$ cat src/rtl/demux4_stream.sv
// demux4_stream: 1-to-4 valid/ready stream demultiplexer.
// Each accepted word goes into a one-entry registered holding stage for the
// channel chosen by in_sel. Channels drain independently, so a stalled
// consumer only blocks words addressed to it.
// Optional build macro: DEMUX4_STATS_EN adds saturating per-channel beat
// counters on the beat_cnt port.
module demux4_stream #(
   parameter int WIDTH = 12,
   parameter int CNT_W = 16
) (
   input  logic                 clk,
   input  logic                 rst_n,
   input  logic                 in_valid,
   output logic                 in_ready,
   input  logic [WIDTH-1:0]     in_data,
   input  logic [1:0]           in_sel,
   output logic [3:0]           out_valid,
   input  logic [3:0]           out_ready,
   output logic [4*WIDTH-1:0]   out_data
`ifdef DEMUX4_STATS_EN
   ,
   output logic [4*CNT_W-1:0]   beat_cnt
`endif
);

   typedef enum logic {
      EMPTY = 1'b0,
      FULL  = 1'b1
   } state_t;

   // Reject nonsensical widths at elaboration.
   if (WIDTH < 1 || CNT_W < 1) begin : g_bad_params
      $error("demux4_stream: WIDTH and CNT_W must be at least 1");
   end

   logic acc;

   // The selected channel can take a word if it is empty or draining this
   // cycle; held low during reset so nothing is accepted then.
   assign in_ready = rst_n & (~out_valid[in_sel] | out_ready[in_sel]);
   assign acc      = in_valid & in_ready;

   genvar gi;
   for (gi = 0; gi < 4; gi++) begin : g_chan
      state_t            state_reg;
      state_t            state_next;
      logic [WIDTH-1:0]  data_reg;
      logic              ld;
      logic              dr;

      assign ld = acc & (in_sel == 2'(gi));
      assign dr = (state_reg == FULL) & out_ready[gi];

      assign out_valid[gi]                = (state_reg == FULL);
      assign out_data[gi*WIDTH +: WIDTH]  = data_reg;

      // Channel state register.
      always_ff @(posedge clk or negedge rst_n) begin
         if (!rst_n) begin
            state_reg <= EMPTY;
         end else begin
            state_reg <= state_next;
         end
      end

      // Next-state: load fills, drain without reload empties.
      always_comb begin
         state_next = state_reg;
         case (state_reg)
            EMPTY: if (ld) state_next = FULL;
            FULL:  if (dr && !ld) state_next = EMPTY;
            default: state_next = EMPTY;
         endcase
      end

      // Holding register; keeps its last value after a drain.
      always_ff @(posedge clk or negedge rst_n) begin
         if (!rst_n) begin
            data_reg <= '0;
         end else if (ld) begin
            data_reg <= in_data;
         end
      end

`ifdef DEMUX4_STATS_EN
      logic [CNT_W-1:0] cnt_reg;

      assign beat_cnt[gi*CNT_W +: CNT_W] = cnt_reg;

      // Saturating count of words loaded into this channel.
      always_ff @(posedge clk or negedge rst_n) begin
         if (!rst_n) begin
            cnt_reg <= '0;
         end else if (ld && (cnt_reg != {CNT_W{1'b1}})) begin
            cnt_reg <= cnt_reg + CNT_W'(1);
         end
      end
`endif
   end

endmodule

$ cat config.mk
export PLATFORM = sky130hd
export DESIGN_NAME = demux4_stream
export DESIGN_NICKNAME = d
export VERILOG_FILES = /design/src/rtl/demux4_stream.sv
export SDC_FILE = /design/constraint.sdc
export NUM_CORES = 1
export LEC_CHECK = 0
export CAP_MARGIN = 20
export CORE_MARGIN = 3
export CORE_UTILIZATION = 44
export DETAILED_ROUTE_END_ITERATION = 16
export PLACE_DENSITY = 0.79
export SLEW_MARGIN = 20
export SYNTH_ARGS = -nofsm -noshare
export SYNTH_HDL_FRONTEND = slang
export SYNTH_SLANG_ARGS = --single-unit
$ cat constraint.sdc
create_clock -name clk -period 1.5 [get_ports clk]
set_input_delay 0.15 -clock clk [delete_from_list [all_inputs] [get_ports clk]]
set_output_delay 0.15 -clock clk [all_outputs]
set_load 0.01 [all_outputs]
======== Word-level counts from Yosys, hierarchy flattened ========
Cells that the tools add are included.
word-level totals
  flip-flop bits (word level) ............. 52
  input port bits ......................... 21
  output and inout port bits .............. 53
  logic and storage cells ................. 53
operators by class
  order comparisons ....................... 1
  eq/ne operators ......................... 3
  muxes and demuxes ....................... 16
  bitwise gates (word level) .............. 16
  reduce and logical (&&, ||, !) cells .... 9
operators by type and width
  kind                                                 number
  AND 1 bit                                            10
  2-to-1 mux 1 bit                                     10
  one-hot mux 1 bit (2 select lines)                   4
  NOT 1 bit                                            5
  binary-select mux 1 bit (select 2 bit)               2
  == test 2 bit (second input constant)                2
  logical AND 1 bit                                    4
  logical NOT 1 bit                                    4
  < comparator 2 x 3 -> 1 bit (second input constant)  1
  == test 2 x 1 -> 1 bit (second input constant)       1
  logical NOT 2 bit                                    1
  bitwise OR 1 bit                                     1

======== Longest topological paths before layout ========
Gate-level depths: netlist of the first run.
  depth after elaboration ................. 11
  gate-level depth with buffers ........... 5
  mapped depth without buffers ............ 3

======== Least setup slack after synthesis of the first run ========
No wires, ideal clock.
  path type ............................... register to register
  from .................................... reg g_chan[1].state_reg
  to ...................................... reg g_chan[1].data_reg[10]
  arrival ................................. 1193 ps
  required time ........................... 1375 ps
  path slack .............................. 182 ps
  cell stages (with the launch flop) ...... 5
  buffers on the path ..................... 1
  clock period less this slack ............ 1318 ps
  path through ............................ dfrtp_1 > nand2b_1 > nor3b_2 > buf_4 > mux2_2
between the ends
  longest elaborated chain between the ends .. 7
ends and longest elaborated chain
  what                                    line  text
  from (decl)                             45    state_t state_reg;
  from (signal assigned)                  62    state_reg <= state_next;
  binary-select mux 1 bit (select 2 bit)  40    assign in_ready = rst_n & (~out_valid[in_sel] | out_ready[in_sel]);
  2-to-1 mux 1 bit (not written as such)  40
  NOT 1 bit                               40
  bitwise OR 1 bit                        40
  AND 1 bit                               40
  AND 1 bit                               41    assign acc = in_valid & in_ready;
  AND 1 bit                               51    assign ld = acc & (in_sel == 2'(gi));
  to (signal assigned)                    81    data_reg <= in_data;
  to (decl)                               47    logic [WIDTH-1:0] data_reg;
No other way between the ends. The select of a mux whose other input is x is not followed.
A chain may end at the register's enable or synchronous reset.

======== Worst setup path after layout of the first run ========
  from .................................... reg g_chan[0].state_reg
  to ...................................... out in_ready
between the ends
  longest elaborated chain between the ends .. 5
ends and longest elaborated chain
  what                                    line  text
  from (decl)                             45
  from (signal assigned)                  62
  binary-select mux 1 bit (select 2 bit)  40
  2-to-1 mux 1 bit (not written as such)  40
  NOT 1 bit                               40
  bitwise OR 1 bit                        40
  AND 1 bit                               40
  to (decl)                               14    output logic in_ready,
No other way between the ends. The select of a mux whose other input is x is not followed.

==> flow_summary.json, run 1 <==
{
  "core-area_sq_um": 4414,
  "clockBufferDepth": 2,
  "startpoint": "g_chan[0].state_reg",
  "diodes": 0,
  "wl_per_cell_um": 19.51,
  "antenna_left": 0,
  "synth_area_leaders": "dfrtp_1 (64%), mux2_2 (27%), buf_4 (2.6%)",
  "clock_latency_ps": 300,
  "die_x_um": 74.06,
  "clk_pin_slew_worst_paths_ps": 90,
  "p_leak_uw": 0.001340,
  "syn2layout_area_growth_pct": 49.36,
  "grt_pass1_vias": 1549,
  "place_ws_ps": -340.2,
  "antenna_found_initial": 0,
  "grt_usage_pct": 19.64,
  "dieHeight_um": 74.06,
  "reg2reg_from": "g_chan[2].state_reg",
  "power_density_nw_per_um2": 1289,
  "critPathKind": "reg -> out",
  "die_area_sq_um": 5485,
  "crit_arrival_ps": 1300,
  "outcome": "completed",
  "synth-seq-cells": 52,
  "drt-pass1-iter-count": 2,
  "finalMaxSlewViolations": 0,
  "critPathLaunchType": "flop",
  "viasPerCell": 5.227,
  "fin_crit_ps": 1450,
  "use_met2_pct": 32.97,
  "relSlewSlack_pct": 61.55,
  "yosysWarnings": 0,
  "yosys.cell_count.top_type": "dfrtp_1",
  "fin_crit_sh_pct": 96.65,
  "drcViolationCount": 0,
  "synth_edf_count": 0,
  "r2r_slack_ps": 90,
  "root_buffer": "clkbuf_8",
  "postSynth.asyncResetShare_pct": 100.0,
  "overflow": 0,
  "p_total_uw": 3923,
  "grt_pass1_wl_um": 8004,
  "met1_usage_pct": 24.17,
  "yosysTopAreaCellShare_pct": 63.84,
  "syn-num-nets": 150,
  "wirelength_um": 5247,
  "gp_congestion": 0.9813,
  "peakVddDrop_mv": 0.8836,
  "required_ps": 1350,
  "synthFlopType": "dfrtp_1",
  "drtIter0Drc": 32,
  "fin_worst_skew_ps": 6.042,
  "ioPinCount": 74,
  "grt-busiest-layer": "met2",
  "setup_slack_ps": 50.26,
  "tightest_slew_ps": 576.8,
  "nets": 237,
  "layoutNonFillerInstCount": 269,
  "grt_max_degree": 47,
  "netlist_instances": 129,
  "htreeDepth": 2,
  "start_util_pct": 46.17,
  "synth_area_sq_um": 2038,
  "met3_usage_pct": 6.892,
  "final_util_pct": 68.96,
  "hold_ws_ps": 24.57,
  "largest_reg_flops": 48,
  "ys_seq_area_share_pct": 63.84,
  "worst-path-max-fanout": 2,
  "dpl.cell_count": 258,
  "cts_buffers": 5,
  "yosys.area.top_type": "dfrtp_1",
  "r2r_end": "g_chan[2].data_reg[11]",
  "nFillCells": 321,
  "cts_sinks": 52,
  "max-cap-violations": 0,
  "port_buffers": 73,
  "netlist_top_cells_count": "dfrtp_1 (52), mux2_2 (48), buf_4 (7)",
  "dpl.hpwl_um": 3638,
  "max_freq_mhz": 689.8,
  "worstHoldPathType": "in -> async",
  "row_count": 24,
  "end_kind": "output port",
  "vias": 1406,
  "setup_viol": 0,
  "synth.avg_cell_area_sq_um": 15.80,
  "layout-drive-gt1-share_pct": 35.02,
  "synth_cell_types": 20,
  "rsz0062_at_grt": "yes",
  "final-hold-violation-count": 0,
  "rr_worst_depth": 4,
  "cts_tree": "yes"
}
==> cell usage in the layout, fill, tap and decap left out, drive strengths merged, types with 2 or more instances in the layout <==
cell	instances
dlygate4sd2	2
nand3	2
nand2b	3
buf	16
dfrtp	52
a21oi	2
mux2	48
nand2	2
clkbuf	8
clkdlybuf4s50	68
==> layer usage <==
metal,vias to the layer above,wire length (um)
met5,-,0
met4,0,53
met3,7,445
met2,64,2589
met1,711,2159
li1,624,-
==> power breakdown <==
group / internal [uW] / switching, uW
combinational: 791 / 451
sequential: 1700 / 167
clock: 376 / 441
==> final cells by class <==
type | count | area, sq um | area share [%]
flip-flops and latches | 52 | 1301 | 42.75
repair buffers | 89 | 885.9 | 29.10
multi-input cells | 67 | 694.4 | 22.81
clock buffers | 7 | 86.33 | 2.836
well taps | 52 | 65.06 | 2.137
clock inverters | 1 | 7.507 | 0.2466
inverters | 1 | 3.754 | 0.1233
==> stage by stage <==
| stage | cell area, sq um | setup TNS (ps) |
|---|---|---|
| 2_1_floorplan | 2038 | 0 |
| 3_3_place_gp | 2889 | -8709 |
| 3_5_place_dp | 2889 | -10220 |
| 4_1_cts | 3000 | 0 |
| 5_1_grt | 3044 | -37.68 |
| 6_report | 3044 | 0 |
==> worst max-delay path by stage <==
stage | endpoint | cells past startpoint
2_1_floorplan | g_chan[1].data_reg[10] | 4
3_3_place_gp | in_ready | 5
3_5_place_dp | in_ready | 5
4_1_cts | g_chan[0].data_reg[1] | 6
5_1_grt | in_ready | 4
6_report | in_ready | 4
==> critical path: stages (launching register included) <==
cell and delay [ps]:
dfrtp_1 370, nand2b_1 110, o311ai_2 300, a21oi_1 70, buf_2 150
==> kinds of logic (layout without fill, tap and decap cells) <==
kind of cell           count (synthesis)  count (layout)  share of synthesized area (%)
DFF                                   52              52                          63.84
muxes                                 49              49                          27.01
AOI/OAI and AO/OA                      5               5                          1.719
and+or+nand+nor                       13              13                          4.175
buffers and inverters                 10              98                          3.253
==> repair_timing <==
item	4_1_cts	5_1_grt
endpoints found under the setup margin	1	14
endpoints found under the hold margin	6	0
hold buffers	1	0
gates resized for setup	7	5
cloned	0	1
buffers inserted	2	0
pin swaps	1	0
Power figures use the tool's default switching activity.
==> run 2: changes to the inputs <==
--- a/config.mk
+++ b/config.mk
@@ -5,10 +5,11 @@
 export SDC_FILE = /design/constraint.sdc
 export NUM_CORES = 1
 export LEC_CHECK = 0
-export CAP_MARGIN = 20
+export CAP_MARGIN = 30
 export CORE_MARGIN = 3
 export CORE_UTILIZATION = 44
 export DETAILED_ROUTE_END_ITERATION = 16
+export HOLD_SLACK_MARGIN = 0.1
 export PLACE_DENSITY = 0.79
 export SLEW_MARGIN = 20
 export SYNTH_ARGS = -nofsm -noshare
==> run 2 against run 1 <==
Against the previous run:
- final cell count unchanged
- clock skew increased by 1.6 ps
- clock-buffer cell count unchanged
- fmax about the same
- power increased by 0.11%
- wire length decreased by 0.23%
- non-clock buffer count unchanged
- critical path depth unchanged
- sequential share of layout area unchanged
- sequential power about the same
- sequential cell count unchanged
- die area unchanged
- critical endpoint unchanged
- largest cell class unchanged
==> flow_summary.json, run 2 (synthesis gave the netlist of run 1 again) <==
{
  "die_area_sq_um": 5485,
  "grt_pass1_vias": 1551,
  "final_common_cell": "clkdlybuf4s50_1",
  "dieHeight_um": 74.06,
  "power_density_nw_per_um2": 1290,
  "p_total_uw": 3927,
  "dpl.cell_count": 258,
  "worstHoldPathType": "in -> reg",
  "clk_pin_slew_worst_paths_ps": 90,
  "viasPerCell": 5.253,
  "p_leak_uw": 0.001340,
  "clockBufferDepth": 2,
  "core-area_sq_um": 4414,
  "htreeDepth": 2,
  "max-cap-violations": 0,
  "crit_arrival_ps": 1300,
  "ioPinCount": 74,
  "path_cells": "nand2b_1, o311ai_2, a21oi_1, buf_2",
  "grt_pass1_wl_um": 7990,
  "fin_crit_sh_pct": 96.72,
  "crit_slowest_cell": "dfrtp_1",
  "root_buffer": "clkbuf_8",
  "cts_buffers": 5,
  "layout-drive-gt1-share_pct": 35.02,
  "port_buffers": 73,
  "hold_ws_ps": 243.5,
  "grt_usage_pct": 19.62,
  "vias": 1413,
  "worst-path-max-fanout": 2,
  "mostFrequentLayoutCells": "clkdlybuf4s50_1 (68), dfrtp_1 (52), mux2_2 (47), buf_4 (12), clkbuf_8 (6)",
  "grt_max_degree": 47,
  "nets": 237,
  "outcome": "completed",
  "overflow": 0,
  "drt-pass1-iter-count": 2,
  "setup_viol": 0,
  "wirelength_um": 5235,
  "peakVddDrop_mv": 0.8868,
  "final_util_pct": 68.96,
  "tightest_slew_ps": 575.6,
  "critPathLaunchType": "flop",
  "required_ps": 1350,
  "antenna_found_initial": 0,
  "die_x_um": 74.06,
  "end_kind": "output port",
  "layoutNonFillerInstCount": 269,
  "critPathKind": "reg -> out",
  "syn2layout_area_growth_pct": 49.36,
  "diodes": 0,
  "fin_crit_ps": 1451,
  "wl_per_cell_um": 19.46,
  "final-hold-violation-count": 0,
  "drtIter0Drc": 36,
  "largest_reg_flops": 48,
  "row_count": 24,
  "fin_worst_skew_ps": 7.680,
  "max_freq_mhz": 689.2,
  "relSlewSlack_pct": 61.63,
  "antenna_left": 0,
  "gp_congestion": 0.9813,
  "finalMaxSlewViolations": 0,
  "dpl.hpwl_um": 3638,
  "start_util_pct": 46.17,
  "cts_sinks": 52,
  "max_stage_delay_ps": 370,
  "clock_latency_ps": 300,
  "rsz0062_at_grt": "yes",
  "drcViolationCount": 0,
  "cts_tree": "yes"
}
## run 2: cell counts in the layout (fill, tap and decap cells not counted)
No cell type changed its count.
## run 2: through the flow
stage / area, sq um / setup TNS (ps) / worst slack, ps
6_report: 3044 / 0 / 49.14
5_1_grt: 3044 / -37.68 / -37.08
4_1_cts: 3000 / 0 / 11.81
3_5_place_dp: 2889 / -10220 / -340.2
3_3_place_gp: 2889 / -8709 / -299.7
2_1_floorplan: 2038 / 0 / 182.5
## run 2: worst paths after layout
kind	startpoint	end	slack (ps)	depth (start not counted)
worst max-delay path	g_chan[0].state_reg	in_ready	50	4
worst min-delay path	rst_n	g_chan[1].state_reg	240	3
worst max register to register	g_chan[2].state_reg	g_chan[2].data_reg[11]	90	4
worst min register to register	g_chan[1].data_reg[2]	g_chan[1].data_reg[2]	510	1
max in group asynchronous	rst_n	g_chan[1].data_reg[2]	480	3
min in group asynchronous	rst_n	g_chan[1].state_reg	420	3
## run 2: worst max-delay path, delay by kind of cell (launching register included)
family	cells	cell delay, ps
flops	1	370
compound gates	2	370
buf+inv	1	150
simple gates	1	110
## run 2: layout make-up
| cell class | instances | area (sq um) |
|---|---|---|
| Sequential cell | 52 | 1301 |
| Timing Repair Buffer | 89 | 885.9 |
| Inverter | 1 | 3.754 |
| Fill cell | 321 | 1370 |
| Tap cell | 52 | 65.06 |
| Multi-Input combinational cell | 67 | 694.4 |
| Clock buffer | 7 | 86.33 |
| Clock inverter | 1 | 7.507 |
## run 2: layer usage
| metal | routed length [um] | up-vias | GRT usage, % |
|---|---|---|---|
| met3 | 454 | 7 | 6.892 |
| li1 | - | 623 | - |
| met2 | 2591 | 64 | 32.97 |
| met4 | 53 | 0 | 5.433 |
| met5 | 0 | - | 0 |
| met1 | 2135 | 719 | 24.09 |
## run 2: report_power, final
group / internal (uW) / total (uW) / leakage (uW) / switching (uW)
logic: 791 / 1240 / 0.000666 / 451
registers: 1700 / 1870 / 0.000630 / 167
clock network: 376 / 820 / 0.0000445 / 445
total: 2860 / 3930 / 0.00134 / 1060
## run 2: what timing repair did
| action | CTS | global route |
|---|---|---|
| buffers inserted | 2 | 0 |
| gates resized for setup | 7 | 5 |
| cloned | 0 | 1 |
| setup endpoints to repair | 1 | 14 |
| hold buffers | 1 | 0 |
| endpoints found under the hold margin | 52 | 0 |
| pin swaps | 1 | 0 |
